<file path="src/rtl/multicycle_ctrl_hs_if.sv">
// ----------------------------------------------------------------------------
// multicycle_ctrl_hs_if
// Control bundle between the multi-cycle controller and the accumulator/stack
// datapath plus its memory port.
//   master : controller side (reads opcode/flags/mem_ready, drives controls)
//   slave  : datapath/memory side (drives opcode/flags/mem_ready, reads controls)
// Signals:
//   op[OPW], ir_1[4], ir_2[2], cc      instruction fields and condition flag
//   mem_ready                          memory completes current access
//   T_mdr,T_label,T_pc,T_sp,T_reg      bus driver enables
//   LD_mar,LD_mdr,LD_y,LD_ir,LD_pc,LD_sp,LD_reg  register load enables
//   pc_inc,sp_inc,sp_dec               incrementer strobes
//   alu_on, fn_select[FNW]             ALU enable and function
//   mem_req, mem_we                    memory request, 1=write
//   state[5], halted, illegal, bus_err status
// ----------------------------------------------------------------------------
interface multicycle_ctrl_hs_if #(
    parameter int unsigned OPW = 4,
    parameter int unsigned FNW = 3
);
    logic [OPW-1:0] op;
    logic [3:0]     ir_1;
    logic [1:0]     ir_2;
    logic           cc;
    logic           mem_ready;

    logic           T_mdr;
    logic           T_label;
    logic           T_pc;
    logic           T_sp;
    logic           T_reg;
    logic           LD_mar;
    logic           LD_mdr;
    logic           LD_y;
    logic           LD_ir;
    logic           LD_pc;
    logic           LD_sp;
    logic           LD_reg;
    logic           pc_inc;
    logic           sp_inc;
    logic           sp_dec;
    logic           alu_on;
    logic [FNW-1:0] fn_select;
    logic           mem_req;
    logic           mem_we;
    logic [4:0]     state;
    logic           halted;
    logic           illegal;
    logic           bus_err;

    modport master (
        input  op, ir_1, ir_2, cc, mem_ready,
        output T_mdr, T_label, T_pc, T_sp, T_reg,
        output LD_mar, LD_mdr, LD_y, LD_ir, LD_pc, LD_sp, LD_reg,
        output pc_inc, sp_inc, sp_dec, alu_on, fn_select,
        output mem_req, mem_we, state, halted, illegal, bus_err
    );

    modport slave (
        output op, ir_1, ir_2, cc, mem_ready,
        input  T_mdr, T_label, T_pc, T_sp, T_reg,
        input  LD_mar, LD_mdr, LD_y, LD_ir, LD_pc, LD_sp, LD_reg,
        input  pc_inc, sp_inc, sp_dec, alu_on, fn_select,
        input  mem_req, mem_we, state, halted, illegal, bus_err
    );
endinterface

</file>
<file path="src/rtl/multicycle_ctrl_hs.sv">
// ----------------------------------------------------------------------------
// multicycle_ctrl_hs
// Multi-cycle FSM controller for the accumulator/stack datapath. Fetches,
// decodes and sequences ALU, LOAD, STORE, BR, CALL, RET and HALT instructions.
// Memory accesses use a req/ready handshake with unbounded wait states and an
// optional timeout into a sticky error state.
// Ports:
//   clk  in   rising-edge clock
//   rst  in   asynchronous active-low reset
//   bus  master modport of multicycle_ctrl_hs_if (instruction fields,
//        mem_ready in; datapath controls, memory request and status out)
// Controls are a decode of the state register; the read-data load strobe in
// wait states is additionally qualified by mem_ready so it fires only on the
// completing cycle.
// ----------------------------------------------------------------------------
module multicycle_ctrl_hs #(
    parameter int unsigned OPW     = 4,
    parameter int unsigned FNW     = 3,
    parameter int unsigned TIMEOUT = 15
) (
    input  logic                 clk,
    input  logic                 rst,
    multicycle_ctrl_hs_if.master bus
);

    localparam int unsigned CW = (TIMEOUT < 2) ? 1 : $clog2(TIMEOUT + 1);
    localparam logic [CW-1:0] CNT_LAST = CW'((TIMEOUT == 0) ? 0 : TIMEOUT - 1);

    localparam logic [OPW-1:0] OP_ALU   = OPW'(0);
    localparam logic [OPW-1:0] OP_LOAD  = OPW'(2);
    localparam logic [OPW-1:0] OP_STORE = OPW'(3);
    localparam logic [OPW-1:0] OP_BR    = OPW'(4);
    localparam logic [OPW-1:0] OP_CALL  = OPW'(6);
    localparam logic [OPW-1:0] OP_RET   = OPW'(7);
    localparam logic [OPW-1:0] OP_HALT  = {OPW{1'b1}};

    typedef enum logic [4:0] {
        ST_IDLE = 5'd0,
        ST_F0   = 5'd1,
        ST_F1   = 5'd2,
        ST_F2   = 5'd3,
        ST_DEC  = 5'd4,
        ST_A1   = 5'd5,
        ST_A2   = 5'd6,
        ST_L1   = 5'd7,
        ST_L2   = 5'd8,
        ST_L3   = 5'd9,
        ST_S1   = 5'd10,
        ST_S2   = 5'd11,
        ST_S3   = 5'd12,
        ST_B1   = 5'd13,
        ST_C1   = 5'd14,
        ST_C2   = 5'd15,
        ST_C3   = 5'd16,
        ST_C4   = 5'd17,
        ST_C5   = 5'd18,
        ST_R1   = 5'd19,
        ST_R2   = 5'd20,
        ST_R3   = 5'd21,
        ST_HALT = 5'd22,
        ST_ERR  = 5'd23
    } state_t;

    state_t          r_state;
    state_t          w_state_nxt;
    logic [CW-1:0]   r_wait_cnt;

    logic [OPW-1:0]  w_op;
    logic [FNW-1:0]  w_fn;
    logic            w_mem_ready;
    logic            w_br_taken;
    logic            w_op_legal;
    logic            w_in_wait;
    logic            w_timeout;
    logic [3:0]      w_unused_ir1;

    // Datapath control decode
    logic            w_t_mdr, w_t_label, w_t_pc, w_t_sp, w_t_reg;
    logic            w_ld_mar, w_ld_mdr, w_ld_y, w_ld_ir, w_ld_pc, w_ld_sp, w_ld_reg;
    logic            w_pc_inc, w_sp_inc, w_sp_dec, w_alu_on;
    logic [FNW-1:0]  w_fn_select;
    logic            w_mem_req, w_mem_we, w_halted, w_illegal, w_bus_err;

    assign w_op         = bus.op;
    assign w_fn         = bus.ir_1[FNW-1:0];
    assign w_unused_ir1 = bus.ir_1;
    assign w_mem_ready  = bus.mem_ready;

    // Branch taken when unconditional (mode 00) or the condition flag is set
    assign w_br_taken = (bus.ir_2 == 2'b00) || bus.cc;

    assign w_op_legal = (w_op == OP_ALU)  || (w_op == OP_LOAD) ||
                        (w_op == OP_STORE) || (w_op == OP_BR)   ||
                        (w_op == OP_CALL) || (w_op == OP_RET)  ||
                        (w_op == OP_HALT);

    // States that hold a memory request open until mem_ready
    assign w_in_wait = (r_state == ST_F1) || (r_state == ST_L2) ||
                       (r_state == ST_S3) || (r_state == ST_C4) ||
                       (r_state == ST_R2);

    // Expiry on the TIMEOUT-th consecutive low cycle; a ready in that cycle wins
    assign w_timeout = (TIMEOUT != 0) && w_in_wait && !w_mem_ready &&
                       (r_wait_cnt == CNT_LAST);

    // State register
    always_ff @(posedge clk or negedge rst) begin
        if (!rst) begin
            r_state <= ST_IDLE;
        end else begin
            r_state <= w_state_nxt;
        end
    end

    // Wait counter: counts low-ready cycles inside a wait state, zero elsewhere
    always_ff @(posedge clk or negedge rst) begin
        if (!rst) begin
            r_wait_cnt <= '0;
        end else if (w_in_wait && !w_mem_ready) begin
            r_wait_cnt <= r_wait_cnt + CW'(1);
        end else begin
            r_wait_cnt <= '0;
        end
    end

    // Next-state logic
    always_comb begin
        w_state_nxt = r_state;
        case (r_state)
            ST_IDLE: w_state_nxt = ST_F0;
            ST_F0:   w_state_nxt = ST_F1;
            ST_F1:   if (w_mem_ready) w_state_nxt = ST_F2;
            ST_F2:   w_state_nxt = ST_DEC;
            ST_DEC: begin
                if (w_op == OP_HALT)       w_state_nxt = ST_HALT;
                else if (w_op == OP_ALU)   w_state_nxt = ST_A1;
                else if (w_op == OP_LOAD)  w_state_nxt = ST_L1;
                else if (w_op == OP_STORE) w_state_nxt = ST_S1;
                else if (w_op == OP_BR)    w_state_nxt = w_br_taken ? ST_B1 : ST_F0;
                else if (w_op == OP_CALL)  w_state_nxt = ST_C1;
                else if (w_op == OP_RET)   w_state_nxt = ST_R1;
                else                       w_state_nxt = ST_F0;
            end
            ST_A1:   w_state_nxt = ST_A2;
            ST_A2:   w_state_nxt = ST_F0;
            ST_L1:   w_state_nxt = ST_L2;
            ST_L2:   if (w_mem_ready) w_state_nxt = ST_L3;
            ST_L3:   w_state_nxt = ST_F0;
            ST_S1:   w_state_nxt = ST_S2;
            ST_S2:   w_state_nxt = ST_S3;
            ST_S3:   if (w_mem_ready) w_state_nxt = ST_F0;
            ST_B1:   w_state_nxt = ST_F0;
            ST_C1:   w_state_nxt = ST_C2;
            ST_C2:   w_state_nxt = ST_C3;
            ST_C3:   w_state_nxt = ST_C4;
            ST_C4:   if (w_mem_ready) w_state_nxt = ST_C5;
            ST_C5:   w_state_nxt = ST_F0;
            ST_R1:   w_state_nxt = ST_R2;
            ST_R2:   if (w_mem_ready) w_state_nxt = ST_R3;
            ST_R3:   w_state_nxt = ST_F0;
            ST_HALT: w_state_nxt = ST_HALT;
            ST_ERR:  w_state_nxt = ST_ERR;
            default: w_state_nxt = ST_IDLE;
        endcase
        if (w_timeout) begin
            w_state_nxt = ST_ERR;
        end
    end

    // Control decode of the current state
    always_comb begin
        w_t_mdr     = 1'b0;
        w_t_label   = 1'b0;
        w_t_pc      = 1'b0;
        w_t_sp      = 1'b0;
        w_t_reg     = 1'b0;
        w_ld_mar    = 1'b0;
        w_ld_mdr    = 1'b0;
        w_ld_y      = 1'b0;
        w_ld_ir     = 1'b0;
        w_ld_pc     = 1'b0;
        w_ld_sp     = 1'b0;
        w_ld_reg    = 1'b0;
        w_pc_inc    = 1'b0;
        w_sp_inc    = 1'b0;
        w_sp_dec    = 1'b0;
        w_alu_on    = 1'b0;
        w_fn_select = '0;
        w_mem_req   = 1'b0;
        w_mem_we    = 1'b0;
        w_halted    = 1'b0;
        w_illegal   = 1'b0;
        w_bus_err   = 1'b0;
        case (r_state)
            ST_F0: begin
                w_t_pc   = 1'b1;
                w_ld_mar = 1'b1;
            end
            ST_F1, ST_L2, ST_R2: begin
                w_mem_req = 1'b1;
                w_ld_mdr  = w_mem_ready;
            end
            ST_F2: begin
                w_t_mdr  = 1'b1;
                w_ld_ir  = 1'b1;
                w_pc_inc = 1'b1;
            end
            ST_DEC: begin
                w_illegal = !w_op_legal;
            end
            ST_A1: begin
                w_t_reg = 1'b1;
                w_ld_y  = 1'b1;
            end
            ST_A2: begin
                w_t_reg     = 1'b1;
                w_alu_on    = 1'b1;
                w_fn_select = w_fn;
                w_ld_reg    = 1'b1;
            end
            ST_L1, ST_S1: begin
                w_t_label = 1'b1;
                w_ld_mar  = 1'b1;
            end
            ST_L3: begin
                w_t_mdr  = 1'b1;
                w_ld_reg = 1'b1;
            end
            ST_S2: begin
                w_t_reg  = 1'b1;
                w_ld_mdr = 1'b1;
            end
            ST_S3, ST_C4: begin
                w_mem_req = 1'b1;
                w_mem_we  = 1'b1;
            end
            ST_B1, ST_C5: begin
                w_t_label = 1'b1;
                w_ld_pc   = 1'b1;
            end
            ST_C1: begin
                w_sp_dec = 1'b1;
            end
            ST_C2, ST_R1: begin
                w_t_sp   = 1'b1;
                w_ld_mar = 1'b1;
            end
            ST_C3: begin
                w_t_pc   = 1'b1;
                w_ld_mdr = 1'b1;
            end
            ST_R3: begin
                w_t_mdr  = 1'b1;
                w_ld_pc  = 1'b1;
                w_sp_inc = 1'b1;
            end
            ST_HALT: begin
                w_halted = 1'b1;
            end
            ST_ERR: begin
                w_bus_err = 1'b1;
            end
            default: begin
            end
        endcase
    end

    assign bus.T_mdr     = w_t_mdr;
    assign bus.T_label   = w_t_label;
    assign bus.T_pc      = w_t_pc;
    assign bus.T_sp      = w_t_sp;
    assign bus.T_reg     = w_t_reg;
    assign bus.LD_mar    = w_ld_mar;
    assign bus.LD_mdr    = w_ld_mdr;
    assign bus.LD_y      = w_ld_y;
    assign bus.LD_ir     = w_ld_ir;
    assign bus.LD_pc     = w_ld_pc;
    assign bus.LD_sp     = w_ld_sp;
    assign bus.LD_reg    = w_ld_reg;
    assign bus.pc_inc    = w_pc_inc;
    assign bus.sp_inc    = w_sp_inc;
    assign bus.sp_dec    = w_sp_dec;
    assign bus.alu_on    = w_alu_on;
    assign bus.fn_select = w_fn_select;
    assign bus.mem_req   = w_mem_req;
    assign bus.mem_we    = w_mem_we;
    assign bus.state     = 5'(r_state);
    assign bus.halted    = w_halted;
    assign bus.illegal   = w_illegal;
    assign bus.bus_err   = w_bus_err;

endmodule

</file>
<file path="src/flat_wrapper.sv">
// flat-port wrapper written by rule: the top's interface ports become plain ports
module multicycle_ctrl_hs_flat 
#(
    parameter int unsigned OPW     = 4,
    parameter int unsigned FNW     = 3,
    parameter int unsigned TIMEOUT = 15
)
  (clk, rst, bus_op, bus_ir_1, bus_ir_2, bus_cc, bus_mem_ready, bus_T_mdr, bus_T_label, bus_T_pc, bus_T_sp, bus_T_reg, bus_LD_mar, bus_LD_mdr, bus_LD_y, bus_LD_ir, bus_LD_pc, bus_LD_sp, bus_LD_reg, bus_pc_inc, bus_sp_inc, bus_sp_dec, bus_alu_on, bus_fn_select, bus_mem_req, bus_mem_we, bus_state, bus_halted, bus_illegal, bus_bus_err);
  multicycle_ctrl_hs_if #(.OPW(OPW), .FNW(FNW)) bus_i ();
  input  logic clk;
  input  logic rst;
  input wire logic [$bits(bus_i.op)-1:0] bus_op;
  input wire logic [$bits(bus_i.ir_1)-1:0] bus_ir_1;
  input wire logic [$bits(bus_i.ir_2)-1:0] bus_ir_2;
  input wire logic [$bits(bus_i.cc)-1:0] bus_cc;
  input wire logic [$bits(bus_i.mem_ready)-1:0] bus_mem_ready;
  output wire logic [$bits(bus_i.T_mdr)-1:0] bus_T_mdr;
  output wire logic [$bits(bus_i.T_label)-1:0] bus_T_label;
  output wire logic [$bits(bus_i.T_pc)-1:0] bus_T_pc;
  output wire logic [$bits(bus_i.T_sp)-1:0] bus_T_sp;
  output wire logic [$bits(bus_i.T_reg)-1:0] bus_T_reg;
  output wire logic [$bits(bus_i.LD_mar)-1:0] bus_LD_mar;
  output wire logic [$bits(bus_i.LD_mdr)-1:0] bus_LD_mdr;
  output wire logic [$bits(bus_i.LD_y)-1:0] bus_LD_y;
  output wire logic [$bits(bus_i.LD_ir)-1:0] bus_LD_ir;
  output wire logic [$bits(bus_i.LD_pc)-1:0] bus_LD_pc;
  output wire logic [$bits(bus_i.LD_sp)-1:0] bus_LD_sp;
  output wire logic [$bits(bus_i.LD_reg)-1:0] bus_LD_reg;
  output wire logic [$bits(bus_i.pc_inc)-1:0] bus_pc_inc;
  output wire logic [$bits(bus_i.sp_inc)-1:0] bus_sp_inc;
  output wire logic [$bits(bus_i.sp_dec)-1:0] bus_sp_dec;
  output wire logic [$bits(bus_i.alu_on)-1:0] bus_alu_on;
  output wire logic [$bits(bus_i.fn_select)-1:0] bus_fn_select;
  output wire logic [$bits(bus_i.mem_req)-1:0] bus_mem_req;
  output wire logic [$bits(bus_i.mem_we)-1:0] bus_mem_we;
  output wire logic [$bits(bus_i.state)-1:0] bus_state;
  output wire logic [$bits(bus_i.halted)-1:0] bus_halted;
  output wire logic [$bits(bus_i.illegal)-1:0] bus_illegal;
  output wire logic [$bits(bus_i.bus_err)-1:0] bus_bus_err;
  assign bus_i.op = bus_op;
  assign bus_i.ir_1 = bus_ir_1;
  assign bus_i.ir_2 = bus_ir_2;
  assign bus_i.cc = bus_cc;
  assign bus_i.mem_ready = bus_mem_ready;
  assign bus_T_mdr = bus_i.T_mdr;
  assign bus_T_label = bus_i.T_label;
  assign bus_T_pc = bus_i.T_pc;
  assign bus_T_sp = bus_i.T_sp;
  assign bus_T_reg = bus_i.T_reg;
  assign bus_LD_mar = bus_i.LD_mar;
  assign bus_LD_mdr = bus_i.LD_mdr;
  assign bus_LD_y = bus_i.LD_y;
  assign bus_LD_ir = bus_i.LD_ir;
  assign bus_LD_pc = bus_i.LD_pc;
  assign bus_LD_sp = bus_i.LD_sp;
  assign bus_LD_reg = bus_i.LD_reg;
  assign bus_pc_inc = bus_i.pc_inc;
  assign bus_sp_inc = bus_i.sp_inc;
  assign bus_sp_dec = bus_i.sp_dec;
  assign bus_alu_on = bus_i.alu_on;
  assign bus_fn_select = bus_i.fn_select;
  assign bus_mem_req = bus_i.mem_req;
  assign bus_mem_we = bus_i.mem_we;
  assign bus_state = bus_i.state;
  assign bus_halted = bus_i.halted;
  assign bus_illegal = bus_i.illegal;
  assign bus_bus_err = bus_i.bus_err;
  multicycle_ctrl_hs #(.OPW(OPW), .FNW(FNW), .TIMEOUT(TIMEOUT)) u_core (.clk(clk), .rst(rst), .bus(bus_i));
endmodule
</file>
<file path="config.mk">
export PLATFORM = sky130hd
export DESIGN_NAME = multicycle_ctrl_hs_flat
export DESIGN_NICKNAME = d
export VERILOG_FILES = /design/src/rtl/multicycle_ctrl_hs_if.sv /design/src/rtl/multicycle_ctrl_hs.sv /design/src/flat_wrapper.sv
export SDC_FILE = /design/constraint.sdc
export NUM_CORES = 1
export LEC_CHECK = 0
export ABC_CLOCK_PERIOD_IN_PS = 4700
export BUFFER_PORTS_ARGS = -buffer_cell sky130_fd_sc_hd__buf_2
export CAP_MARGIN = 0
export CORE_MARGIN = 8
export CORE_UTILIZATION = 36
export CTS_CLUSTER_SIZE = 30
export DETAILED_ROUTE_END_ITERATION = 16
export GPL_ROUTABILITY_DRIVEN = 0
export PLACE_DENSITY_LB_ADDON = 0.08
export SETUP_SLACK_MARGIN = 0.02
export SLEW_MARGIN = 5
export SYNTH_ARGS = -nofsm -noshare
export SYNTH_HDL_FRONTEND = slang
export SYNTH_SLANG_ARGS = --single-unit
export TNS_END_PERCENT = 10
</file>
<file path="constraint.sdc">
create_clock -name clk -period 4.7 [get_ports clk]
set_clock_uncertainty 0.1 [all_clocks]
set_input_delay 0.94 -clock clk [delete_from_list [all_inputs] [get_ports clk]]
set_output_delay 0.94 -clock clk [all_outputs]
set_load 0.01 [all_outputs]
</file>
[Yosys cells after proc, flatten, opt, wreduce, memory -nomap -nowiden]
Index checks and enable logic that the tools add are counted.
Storage, ports and cells
  logic and storage cells: 106
  input port bits: 14
  flip-flop bits (word level): 9
Operators by class
  $add $sub $neg: 1
  reduce and logical (&&, ||, !) cells: 32
  eq/ne operators: 35
  multiplexer cells: 36
Operator list (count)
  case mux 5 bit (19 select lines): 1
  two-way mux 5 bit: 13
  == test 5 x 4 -> 1 bit, second input constant: 8
  == test 5 bit, second input constant: 8
  == test 5 x 3 -> 1 bit, second input constant: 4
  two-way mux 1 bit: 18
  inequality test 3 x 2 -> 1 bit, second input constant: 5
  == test 4 x 3 -> 1 bit, second input constant: 3
  OR reduction 3 bit: 4
  logical OR 1 bit: 11
  == test 5 x 2 -> 1 bit, second input constant: 2
  OR reduction 2 bit: 5
  OR reduction 5 bit: 2
  == test 4 x 2 -> 1 bit, second input constant: 2
  == test 4 bit, second input constant: 2
  two-way mux 4 bit: 2
  OR reduction 6 bit: 1
  == test 5 x 1 -> 1 bit, second input constant: 1
  logical NOT 5 bit: 1
  AND reduction 5 bit: 1
  adder 4 x 1 -> 4 bit, second input constant: 1
  logical NOT 4 bit: 1
  OR reduction 4 bit: 1
  two-way mux 3 bit: 1
  4 further kinds: 6

[Depth between registers and ports, before layout]
Gate-level depths: netlist (run 1).
  word-level depth: 10
  mapped depth: 7
  depth with buffers taken out: 5

[Worst setup path after synthesis (run 1)]
No wires, ideal clock.
  path type: reg2out
  start: register u_core.r_state[0], in the netlist u_core.bus.state[0]
  end: output bus_pc_inc
  arrival: 1.610 ns
  data required time: 3.660 ns
  path buffers: 3
  slack: 2.050 ns
  stages on the path, launching flop included: 6
  cell sequence: dfrtp_1 -> clkbuf_1 -> buf_2 -> nand2_1 -> nor3_1 -> buf_4
On the way
  longest elaborated chain between the ends: 2
RTL lines
  start, declared: RTL line multicycle_ctrl_hs.sv:64  | state_t r_state;
  start signal, assigned: RTL line multicycle_ctrl_hs.sv:111  | r_state <= w_state_nxt;
  == test 5 x 2 -> 1 bit
  two-way mux 1 bit
  end, declared: RTL line flat_wrapper.sv:29  | output wire logic [$bits(bus_i.pc_inc)-1:0] bus_pc_inc;
Every way passes these cells.

[Worst setup path in the final report (run 1)]
  start: register u_core.r_state[4], in the netlist u_core.bus.state[4]
  end: output bus_mem_req
On the way
  longest elaborated chain between the ends: 3
  elaborated cells between the ends (all ways): 7
  those cells by class: eq/ne (5); mux (1); reduce/logical (1)
RTL lines
  == test 5 bit, or another cell as far along: RTL line multicycle_ctrl_hs.sv:194  | case (r_state)
  OR reduction 5 bit (no line) *
  two-way mux 1 bit *: RTL line multicycle_ctrl_hs.sv:194
  end, declared: RTL line flat_wrapper.sv:34  | output wire logic [$bits(bus_i.mem_req)-1:0] bus_mem_req;
Mark *: on every way between the ends. The rest lies on a longest branch, timed or not.

==> impl_metrics.json, run 1 <==
{
  "placed_cells_incl_taps": 236,
  "n_antenna_cell": 0,
  "wire_length_of_the_first_global_routing_pass_microns": 5600,
  "wl_per_cell_microns": 14.2,
  "timing.critical_path.fanout_max": 27,
  "clock_tree.buffer_depth": 2,
  "routed.top_layer": "met3",
  "setup_viol": 0,
  "fill_cells": 351,
  "synth_area_per_cell_sq_um": 6.88,
  "slew_headroom_pct": 39.7,
  "area_share_of_the_leading_cell_type_in_the_synthesized_netlist_pct": 19.5,
  "die_width_microns": 72.7,
  "synth_most_common_cell": "sky130_fd_sc_hd__nor2_1",
  "p_per_area_nw_per_um2": 622,
  "postRouteWirelength_microns": 3400,
  "finalCriticalPeriod_ns": 3.24,
  "ff_latch_area_sq_um": 225,
  "placed_area_sq_um": 1340,
  "p_leak_nw": 0.599,
  "floorplan.die_area_sq_um": 5280,
  "grt_start_max_net_pins": 32,
  "worst_ir_drop_vdd_mv": 0.321,
  "post_route_cells_drive_above_1_share_pct": 25.5,
  "worst-slew-pin-transition_ns": 0.905,
  "finalMaxSlewViolations": 0,
  "detail_route.iter0.violations": 123,
  "routed-via-count": 1305,
  "cts_setup_buffers": 0,
  "drtPass1Iterations": 5,
  "design.portCount": 43,
  "multiInputGateArea_sq_um": 833,
  "final_cell_area_sq_um": 1360,
  "area.growth.synth_to_final_pct": 17.9,
  "dominantRegCellSynth": "sky130_fd_sc_hd__dfrtp_1",
  "netlist_top_cells_area": "sky130_fd_sc_hd__dfrtp_1, sky130_fd_sc_hd__nor2_1, sky130_fd_sc_hd__a21oi_1, sky130_fd_sc_hd__nand2_1, sky130_fd_sc_hd__o32a_1",
  "rsz0062_at_grt": "false",
  "post_cts_resize_count": 0,
  "post_synth_inst_count": 168,
  "fin_setup_tns_ns": 0,
  "fmax_ghz": 0.308,
  "cts_num_sinks": 9,
  "synth.ff_latch_count": 9,
  "fin_crit_sh_pct": 69.0,
  "numCtsBuffers": 3,
  "yosys-top-cells-count": "sky130_fd_sc_hd__nor2_1, sky130_fd_sc_hd__a21oi_1, sky130_fd_sc_hd__nand2_1",
  "seq_area_frac_synth_pct": 19.5,
  "nNetsFinal": 213,
  "met1_length_microns": 1510,
  "route.detailed.drc": 0,
  "start_util_pct": 37.9,
  "routed-wl-met3_microns": 192,
  "remaining_global_route_overflow": 0,
  "required_ns": 3.66,
  "ctsHtreeMaxLevel": 1,
  "cp-start-kind": "flop",
  "vias_per_cell": 5.44,
  "die_h_microns": 72.7,
  "top_cell_type_by_total_area_after_synthesis": "sky130_fd_sc_hd__dfrtp_1",
  "first_global_vias": 1223,
  "clk_lat_worst_skew_ns": 0.26,
  "synth.cell_area_sq_um": 1160,
  "postRouteAntennaNets": 0,
  "worstPathArrival_ns": 2.20,
  "synth-edff-count": 0,
  "detailed_place_hpwl_microns": 2530,
  "synth_fp_nets": 184,
  "timing_hold_violations_final": 0,
  "clock_tree_root": "sky130_fd_sc_hd__clkbuf_4",
  "wl_met2_microns": 1700,
  "min-delay-path-class": "reg2reg",
  "synth.lib_cells_used.distinct": 44,
  "rows": 20,
  "antenna_found_initial": 0,
  "ctsHoldBuffers": 0,
  "instances_no_fill": 240,
  "synthesis.yosys.warnings": 0,
  "cts_tree": "built",
  "grt_use_total_pct": 12.7,
  "worst-setup-path-type": "reg2out",
  "core_region_area_sq_um": 3050,
  "max_cap_violations": 0,
  "synth_async_sr_flop_share_pct": 100,
  "run_status": "finished, final reports clean",
  "clk_pin_slew_worst_paths_ns": 0.06,
  "buffer_ports.inserted": 40,
  "cp-end-kind": "primary output"
}
==> cell usage in the layout (no fill, tap or decap), types with 2 or more instances in the layout <==
cell type / count
sky130_fd_sc_hd__a21oi_1: 16
sky130_fd_sc_hd__a22oi_1: 3
sky130_fd_sc_hd__a31oi_1: 6
sky130_fd_sc_hd__and2_1: 3
sky130_fd_sc_hd__buf_2: 40
sky130_fd_sc_hd__clkbuf_4: 3
sky130_fd_sc_hd__dfrtp_1: 9
sky130_fd_sc_hd__ha_1: 2
sky130_fd_sc_hd__inv_1: 4
sky130_fd_sc_hd__nand2_1: 13
sky130_fd_sc_hd__nand2b_1: 6
sky130_fd_sc_hd__nand3_1: 3
sky130_fd_sc_hd__nand4_1: 4
sky130_fd_sc_hd__nand4bb_1: 2
sky130_fd_sc_hd__nor2_1: 26
sky130_fd_sc_hd__nor2b_1: 3
sky130_fd_sc_hd__nor3_1: 7
sky130_fd_sc_hd__nor4_1: 3
sky130_fd_sc_hd__o211ai_1: 2
sky130_fd_sc_hd__o21ai_0: 7
sky130_fd_sc_hd__o21ai_1: 2
sky130_fd_sc_hd__o22ai_1: 3
sky130_fd_sc_hd__o32a_1: 4
sky130_fd_sc_hd__o32ai_1: 2
sky130_fd_sc_hd__or2_2: 2
sky130_fd_sc_hd__xnor2_1: 3
sky130_fd_sc_hd__xor2_1: 2
==> area by class of cell <==
| cell class | instances | area share [%] |
|---|---|---|
| multi-input cells | 137 | 61.2 |
| flip-flops and latches | 9 | 16.5 |
| repair buffers | 40 | 14.7 |
| well taps | 44 | 4.04 |
| clock buffers | 4 | 1.93 |
| inverters | 6 | 1.65 |
==> flip-flops by register name, summed over array words and instances (netlist names) <==
| register | cells |
|---|---|
| u_core.r_wait_cnt | 4 |
| u_core.bus.state | 5 |
==> worst paths after layout <==
kind	slack, ns	startpoint	depth (start not counted)	endpoint
hold / removal	0.39	u_core.r_wait_cnt[0]	1	u_core.r_wait_cnt[0]
setup / recovery	1.46	u_core.bus.state[4]	4	bus_mem_req
setup reg to reg	2.33	u_core.bus.state[2]	5	u_core.bus.state[1]
hold reg to reg	0.39	u_core.r_wait_cnt[0]	1	u_core.r_wait_cnt[0]
max in group asynchronous	3.91	rst	1	u_core.r_wait_cnt[0]
min in group asynchronous	0.41	rst	1	u_core.bus.state[2]
==> kinds of logic after synthesis <==
family / after synthesis / share of synthesized area [%]
flip-flops: 9 / 19.5
adder cells (fa/ha/maj): 2 / 2.16
AO/OA/AOI/OAI: 52 / 31.6
buffers and inverters: 22 / 8.44
other: 1 / 0.324
XOR/XNOR: 5 / 3.79
multiplexers: 1 / 0.866
AND/OR/NAND/NOR: 76 / 33.3
==> where the power goes <==
part	internal (W)	total (W)	switching [W]
logic	0.000243	0.000546	0.000303
registers	0.0000993	0.000244	0.000145
clock network	0.0000326	0.0000572	0.0000246
total	0.000375	0.000848	0.000472
==> critical path, stage by stage (launching register included) <==
cell and delay [ns]:
sky130_fd_sc_hd__dfrtp_1 0.93, sky130_fd_sc_hd__nor2_1 0.27, sky130_fd_sc_hd__and3_1 0.31, sky130_fd_sc_hd__or2_2 0.30
sky130_fd_sc_hd__buf_2 0.14
==> metal layers <==
metal / global-route usage (%) / vias to the layer above
met3: 3.30 / 0
met2: 23.1 / 36
li1: - / 658
met5: 0 / -
met1: 14.9 / 611
met4: 1.33 / 0
==> per-stage QoR <==
step                      util, %  total power [W]  setup WS (ns)  hold slack (ns)
after floorplan                 -         0.000629           2.05            0.352
final                        44.6         0.000848           1.46            0.387
after global placement       43.8         0.000785           1.75            0.376
after CTS                    44.6         0.000853           1.45            0.392
after global routing         44.6         0.000931           1.23            0.417
after detailed placement     43.8         0.000792           1.75            0.385
No activity file was read; power rests on OpenSTA's default activity.
==> run 2, diff against run 1 <==
--- a/config.mk
+++ b/config.mk
@@ -5,7 +5,8 @@
 export SDC_FILE = /design/constraint.sdc
 export NUM_CORES = 1
 export LEC_CHECK = 0
-export ABC_CLOCK_PERIOD_IN_PS = 4700
+export ABC_AREA = 1
+export ABC_CLOCK_PERIOD_IN_PS = 3400
 export BUFFER_PORTS_ARGS = -buffer_cell sky130_fd_sc_hd__buf_2
 export CAP_MARGIN = 0
 export CORE_MARGIN = 8
==> constraint.sdc (replaced) <==
create_clock -name clk -period 3.4 [get_ports clk]
set_clock_uncertainty 0.1 [all_clocks]
set_input_delay 0.68 -clock clk [delete_from_list [all_inputs] [get_ports clk]]
set_output_delay 0.68 -clock clk [all_outputs]
set_load 0.01 [all_outputs]
==> run 2 against run 1 <==
- design area down 6.2%
- hold slack worse by 0.22 ns
- routed wire length down 11%
- critical path depth up 3
- sequential cell count unchanged
- combinational power up 29%
- worst setup slack worse by 0.61 ns
- critical path type unchanged
==> impl_metrics.json, run 2 <==
{
  "post_synth_inst_count": 180,
  "fin_crit_sh_pct": 75.0,
  "required_ns": 2.62,
  "postRouteWirelength_microns": 3030,
  "die_h_microns": 69.6,
  "synth_area_per_cell_sq_um": 5.75,
  "seq_power_share_pct": 21.6,
  "share_comb_of_total_power_pct": 70.4,
  "p_leak_nw": 0.867,
  "run_status": "finished, final reports clean",
  "clk_pin_slew_worst_paths_ns": 0.06,
  "ctsHtreeMaxLevel": 1,
  "finalHoldWorstSlack_ns": 0.163,
  "intPower_w": 0.000433,
  "fill_cells": 301,
  "ctsHoldBuffers": 0,
  "cts_setup_buffers": 0,
  "seq_area_frac_synth_pct": 21.8,
  "fmax_ghz": 0.392,
  "layout.cells.most_common_list": "sky130_fd_sc_hd__buf_2, sky130_fd_sc_hd__nand2_1, sky130_fd_sc_hd__nor2_1",
  "netlist_top_cells_area": "sky130_fd_sc_hd__dfrtp_1, sky130_fd_sc_hd__nand2_1, sky130_fd_sc_hd__nor2_1, sky130_fd_sc_hd__nand3_1, sky130_fd_sc_hd__inv_1",
  "area_share_of_the_leading_cell_type_in_the_synthesized_netlist_pct": 21.8,
  "placed_area_sq_um": 1250,
  "synth.cell_area_sq_um": 1030,
  "start_util_pct": 37.8,
  "n_antenna_cell": 0,
  "clk_lat_worst_skew_ns": 0.26,
  "synthesis.yosys.warnings": 0,
  "power.share.switching_pct": 56.7,
  "place_worst_setup_slack_ns": 1.12,
  "synth-edff-count": 0,
  "final_cell_area_sq_um": 1280,
  "setup.worst_path.start": "u_core.bus.state[4]",
  "clock_tree.buffer_depth": 2,
  "post_route_cells_drive_above_1_share_pct": 27.1,
  "routed-via-count": 1276,
  "numCtsBuffers": 3,
  "top_cell_type_by_total_area_after_synthesis": "sky130_fd_sc_hd__dfrtp_1",
  "timing.critical_path.fanout_max": 11,
  "timing.critical_path.cells": "inv_2 > nor2_1 > nand2_1 > o21ai_0 > inv_1 > nand3_1 > buf_2",
  "critical-path-top-delay-family": "flip-flops",
  "timing_hold_violations_final": 0,
  "synth_async_sr_flop_share_pct": 100,
  "r2r-start": "u_core.bus.state[4]",
  "cp-end-kind": "primary output",
  "core_region_area_sq_um": 2730,
  "drtPass1Iterations": 5,
  "critical-path-max-stage-delay_ns": 0.59,
  "layout_commonest_cell": "sky130_fd_sc_hd__buf_2",
  "design.portCount": 43,
  "remaining_global_route_overflow": 0,
  "fin_setup_tns_ns": 0,
  "cp.buffers_inverters": 3,
  "buffer_ports.inserted": 40,
  "synth_fp_nets": 196,
  "finalCriticalPeriod_ns": 2.55,
  "finalMaxSlewViolations": 0,
  "ff_latch_area_sq_um": 225,
  "max_cap_violations": 0,
  "cts_tree": "built",
  "dominantRegCellSynth": "sky130_fd_sc_hd__dfrtp_1",
  "power.switching_w": 0.000568,
  "first_global_vias": 1135,
  "detailed_place_hpwl_microns": 2570,
  "synth.ff_latch_count": 9,
  "wire_length_of_the_first_global_routing_pass_microns": 5010,
  "cts_num_sinks": 9,
  "setup_viol": 0,
  "yosys-top-cells-count": "sky130_fd_sc_hd__nand2_1, sky130_fd_sc_hd__nor2_1, sky130_fd_sc_hd__inv_1",
  "synth.lib_cells_used.distinct": 27,
  "cp-start-kind": "flop",
  "die_width_microns": 69.6,
  "grt_use_total_pct": 11.9,
  "area.growth.synth_to_final_pct": 23.5,
  "postRouteAntennaNets": 0,
  "largest_register_ff_count": 5,
  "post_cts_resize_count": 0,
  "nNetsFinal": 238,
  "p_per_area_nw_per_um2": 783,
  "antenna_found_initial": 0,
  "setup_slack_ns": 0.850,
  "multiInputGateArea_sq_um": 657,
  "worst_path_max_delay_cell": "sky130_fd_sc_hd__dfrtp_1",
  "floorplan.die_area_sq_um": 4850,
  "synth_most_common_cell": "sky130_fd_sc_hd__nand2_1",
  "clock_tree_root": "sky130_fd_sc_hd__clkbuf_4",
  "worst-setup-path-type": "reg2out",
  "route.detailed.drc": 0,
  "wl_per_cell_microns": 12.0,
  "vias_per_cell": 5.06,
  "worst_ir_drop_vdd_mv": 0.504,
  "grt_start_max_net_pins": 12,
  "rsz0062_at_grt": "false",
  "detail_route.iter0.violations": 125,
  "power.clock.fraction_pct": 8.0,
  "rows": 19,
  "worstPathArrival_ns": 1.77,
  "min-delay-path-class": "in2async"
}
## run 2: changes by cell type after synthesis, moves of 6 or more
cell and change:
sky130_fd_sc_hd__nor2_1 +8, sky130_fd_sc_hd__nand2_1 +26, sky130_fd_sc_hd__nand2b_1 -6, sky130_fd_sc_hd__buf_2 -6, sky130_fd_sc_hd__nand3_1 +22, sky130_fd_sc_hd__nor2_2 +6
sky130_fd_sc_hd__a21oi_1 -16, sky130_fd_sc_hd__inv_1 +25, sky130_fd_sc_hd__a31oi_1 -6
## run 2: worst register-to-register path: stages, from the launching register on
cell and delay (ns):
sky130_fd_sc_hd__dfrtp_1 0.59, sky130_fd_sc_hd__inv_2 0.19, sky130_fd_sc_hd__nand3_1 0.15, sky130_fd_sc_hd__nor2_1 0.07, sky130_fd_sc_hd__nor2_2 0.17, sky130_fd_sc_hd__nand2_4 0.09
sky130_fd_sc_hd__nand2_4 0.12, sky130_fd_sc_hd__inv_4 0.05, sky130_fd_sc_hd__nor2_1 0.11, sky130_fd_sc_hd__nor2_1 0.05
## run 2: through the flow
stage / power [W] / util [%] / instances
3_5_place_dp: 0.000928 / 45.8 / 248
3_3_place_gp: 0.000928 / 45.8 / 248
4_1_cts: 0.00101 / 46.7 / 252
6_report: 0.00100 / 46.7 / 252
2_1_floorplan: 0.000701 / - / 180
5_1_grt: 0.00111 / 46.7 / 252
## run 2: kinds of logic after synthesis
kind of cell | Yosys count | share of synthesized area, %
fa+ha+maj | 2 | 2.42
xor+xnor | 2 | 1.69
compound gates | 8 | 4.59
other cells | 1 | 0.362
buf+inv | 37 | 14.8
simple gates | 121 | 54.4
flops | 9 | 21.8
## run 2: final timing paths
path | end | slack [ns] | cells after the start
max reg2reg | u_core.bus.state[2] | 1.60 | 9
min | u_core.r_wait_cnt[3] | 0.16 | 1
min reg2reg | u_core.r_wait_cnt[0] | 0.41 | 1
max in group asynchronous | u_core.bus.state[1] | 2.85 | 1
min in group clk | u_core.r_wait_cnt[0] | 0.41 | 1
max | bus_LD_mar | 0.85 | 7
## run 2: power groups by stage
stage               sequential (W)  combinational, W  clock (W)
detailed placement        0.000217          0.000711          0
floorplan                 0.000203          0.000497          0
global route              0.000224          0.000799  0.0000900
CTS                       0.000215          0.000714  0.0000852
global placement          0.000215          0.000713          0
finish                    0.000216          0.000705  0.0000802
## run 2: final cells by class
class	instances	share of cell area, %
multi-input combinational	134	51.4
sequential	9	17.6
timing repair buffer	40	15.7
inverter	34	10.2
tap	31	3.04
clock buffer	4	2.06
## run 2: per-layer routing
| layer | GRT usage [%] | vias to the layer above | part of all wire (%) |
|---|---|---|---|
| li1 | - | 645 | - |
| met3 | 3.43 | 4 | 11 |
| met1 | 15.1 | 555 | 42 |
| met2 | 19.0 | 72 | 46 |
| met4 | 3.35 | 0 | 0.43 |
| met5 | 0 | - | 0 |
==> run 3, diff against run 2 <==
--- a/config.mk
+++ b/config.mk
@@ -6,7 +6,7 @@
 export NUM_CORES = 1
 export LEC_CHECK = 0
 export ABC_AREA = 1
-export ABC_CLOCK_PERIOD_IN_PS = 3400
+export ABC_CLOCK_PERIOD_IN_PS = 2350
 export BUFFER_PORTS_ARGS = -buffer_cell sky130_fd_sc_hd__buf_2
 export CAP_MARGIN = 0
 export CORE_MARGIN = 8
==> constraint.sdc (replaced) <==
create_clock -name clk -period 2.35 [get_ports clk]
set_clock_uncertainty 0.1 [all_clocks]
set_input_delay 0.47 -clock clk [delete_from_list [all_inputs] [get_ports clk]]
set_output_delay 0.47 -clock clk [all_outputs]
set_load 0.01 [all_outputs]
==> run 3 against run 2 <==
- count of clock-buffer cells in the layout fell by 1
- register-to-register slack got worse by 0.90 ns
- sequential power grew 51%
- die area is the same
- first-iteration DRC count decreased by 18%
- non-clock buffer count is 1 higher
- via count shrank 1.5%
- clock power is 56% higher
- routed wire length grew 1.3%
- worst setup slack worse by 0.73 ns
- hold slack better by 0.23 ns
- power rose by 48%
- highest routed layer unchanged
==> impl_metrics.json, run 3 (same netlist as run 2, synthesis figures left out) <==
{
  "run_status": "finished, final reports clean",
  "fmax_ghz": 0.449,
  "grt.met2_usage_pct": 20.6,
  "finalMaxSlewViolations": 0,
  "timing_hold_violations_final": 0,
  "grt_use_met1_pct": 14.1,
  "worst_ir_drop_vdd_mv": 0.696,
  "drtPass1Iterations": 4,
  "floorplan.die_area_sq_um": 4850,
  "area.growth.synth_to_final_pct": 25.8,
  "timing.critical_path.fanout_max": 7,
  "power.share.switching_pct": 56.9,
  "place_worst_setup_slack_ns": 0.332,
  "cp-start-kind": "flop",
  "wire_length_of_the_first_global_routing_pass_microns": 5110,
  "fin_crit_sh_pct": 94.7,
  "ctsHtreeMaxLevel": 1,
  "detailed_place_hpwl_microns": 2590,
  "grt_most_used_layer": "met2",
  "route.detailed.drc": 0,
  "wl_per_cell_microns": 12.1,
  "p_leak_nw": 0.869,
  "power.clock.fraction_pct": 8.4,
  "routed-via-count": 1257,
  "fill_cells": 321,
  "n_antenna_cell": 0,
  "clock_tree.buffer_depth": 2,
  "die_width_microns": 69.6,
  "layout_commonest_cell": "sky130_fd_sc_hd__buf_2",
  "finalCriticalPeriod_ns": 2.23,
  "seq_power_share_pct": 22.0,
  "required_ns": 1.78,
  "antenna_found_initial": 0,
  "core_region_area_sq_um": 2730,
  "buffer_ports.inserted": 40,
  "rows": 19,
  "detail_route.iter0.violations": 102,
  "rsz0062_at_grt": "true",
  "start_util_pct": 37.8,
  "clk_pin_slew_worst_paths_ns": 0.07,
  "cts_num_sinks": 9,
  "setup_viol": 0,
  "cp-end-kind": "primary output",
  "clock_tree_root": "sky130_fd_sc_hd__clkbuf_4",
  "postRouteAntennaNets": 0,
  "intPower_w": 0.000640,
  "use_met3_pct": 3.00,
  "p_per_area_nw_per_um2": 1140,
  "post_route_cells_drive_above_1_share_pct": 29.7,
  "die_h_microns": 69.6,
  "min-delay-path-class": "reg2reg",
  "max_cap_violations": 0,
  "cts_tree": "built",
  "numCtsBuffers": 3,
  "setup_slack_ns": 0.124,
  "largest_register_ff_count": 5,
  "layout.cells.most_common_list": "sky130_fd_sc_hd__buf_2, sky130_fd_sc_hd__nand2_1, sky130_fd_sc_hd__nor2_1",
  "worstPathArrival_ns": 1.66,
  "worst-setup-path-type": "reg2out",
  "clk_lat_worst_skew_ns": 0.27,
  "first_global_vias": 1192,
  "share_comb_of_total_power_pct": 69.6,
  "instances_no_fill": 253,
  "remaining_global_route_overflow": 0,
  "postRouteWirelength_microns": 3060,
  "postLayoutCoreUtil_pct": 47.6,
  "nNetsFinal": 239,
  "vias_per_cell": 4.97,
  "design.portCount": 43,
  "fin_setup_tns_ns": 0,
  "power.switching_w": 0.000843,
  "placed_cells_incl_taps": 248,
  "grt_start_max_net_pins": 12,
  "grt_use_total_pct": 12.1
}
## run 3: metrics by stage
| stage | total power (W) | hold WS [ns] | instance area, sq um |
|---|---|---|---|
| floorplan | 0.00101 | 0.0744 | 1030 |
| global placement | 0.00134 | 0.226 | 1250 |
| detailed placement | 0.00134 | 0.234 | 1250 |
| CTS | 0.00148 | 0.394 | 1290 |
| global route | 0.00163 | 0.406 | 1300 |
| finish | 0.00148 | 0.395 | 1300 |
## run 3: final timing paths
check / from / to / slack [ns] / cells after the start
setup / recovery: u_core.bus.state[2] / bus_LD_mar / 0.12 / 7
hold / removal: u_core.r_wait_cnt[0] / u_core.r_wait_cnt[0] / 0.39 / 1
setup reg to reg: u_core.bus.state[0] / u_core.bus.state[2] / 0.70 / 10
hold reg to reg: u_core.r_wait_cnt[0] / u_core.r_wait_cnt[0] / 0.39 / 1
max in group asynchronous: rst / u_core.bus.state[2] / 1.47 / 2
min in group asynchronous: rst / u_core.r_wait_cnt[3] / 0.48 / 2
## run 3: what timing repair did
action | 4_1_cts | 5_1_grt
gates resized for setup | 0 | 7
endpoints found under the setup margin | 0 | 9
hold buffers | 1 | 0
endpoints found under the hold margin | 9 | 0
setup buffers | 0 | 0
## run 3: worst max-delay path: stages (launching register included)
cell and delay [ns]:
sky130_fd_sc_hd__dfrtp_2 0.45, sky130_fd_sc_hd__inv_2 0.09, sky130_fd_sc_hd__nor2_4 0.14, sky130_fd_sc_hd__inv_1 0.11
sky130_fd_sc_hd__nor3_1 0.26, sky130_fd_sc_hd__nor2_1 0.12, sky130_fd_sc_hd__nand3_1 0.09, sky130_fd_sc_hd__buf_2 0.14
## run 3: power groups by stage
stage	clock, W	sequential, W	combinational (W)
global placement	0	0.000310	0.00103
global route	0.000132	0.000335	0.00116
CTS	0.000130	0.000311	0.00104
finish	0.000125	0.000326	0.00103
floorplan	0	0.000294	0.000720
detailed placement	0	0.000313	0.00103
## run 3: per-layer routing
metal	vias up	share of wire (%)
met3	7	8.5
li1	649	-
met4	0	1.9
met5	-	0
met1	560	44
met2	41	46
## run 3: layout make-up
cell class              count  area (sq um)  area share, %
clock inverters             1          5.00          0.385
multi-input cells         134           664           51.1
flip-flops and latches      9           230           17.7
repair buffers             41           210           16.2
well taps                  31          38.8           2.98
inverters                  34           130           10.0
clock buffers               3          22.5           1.73
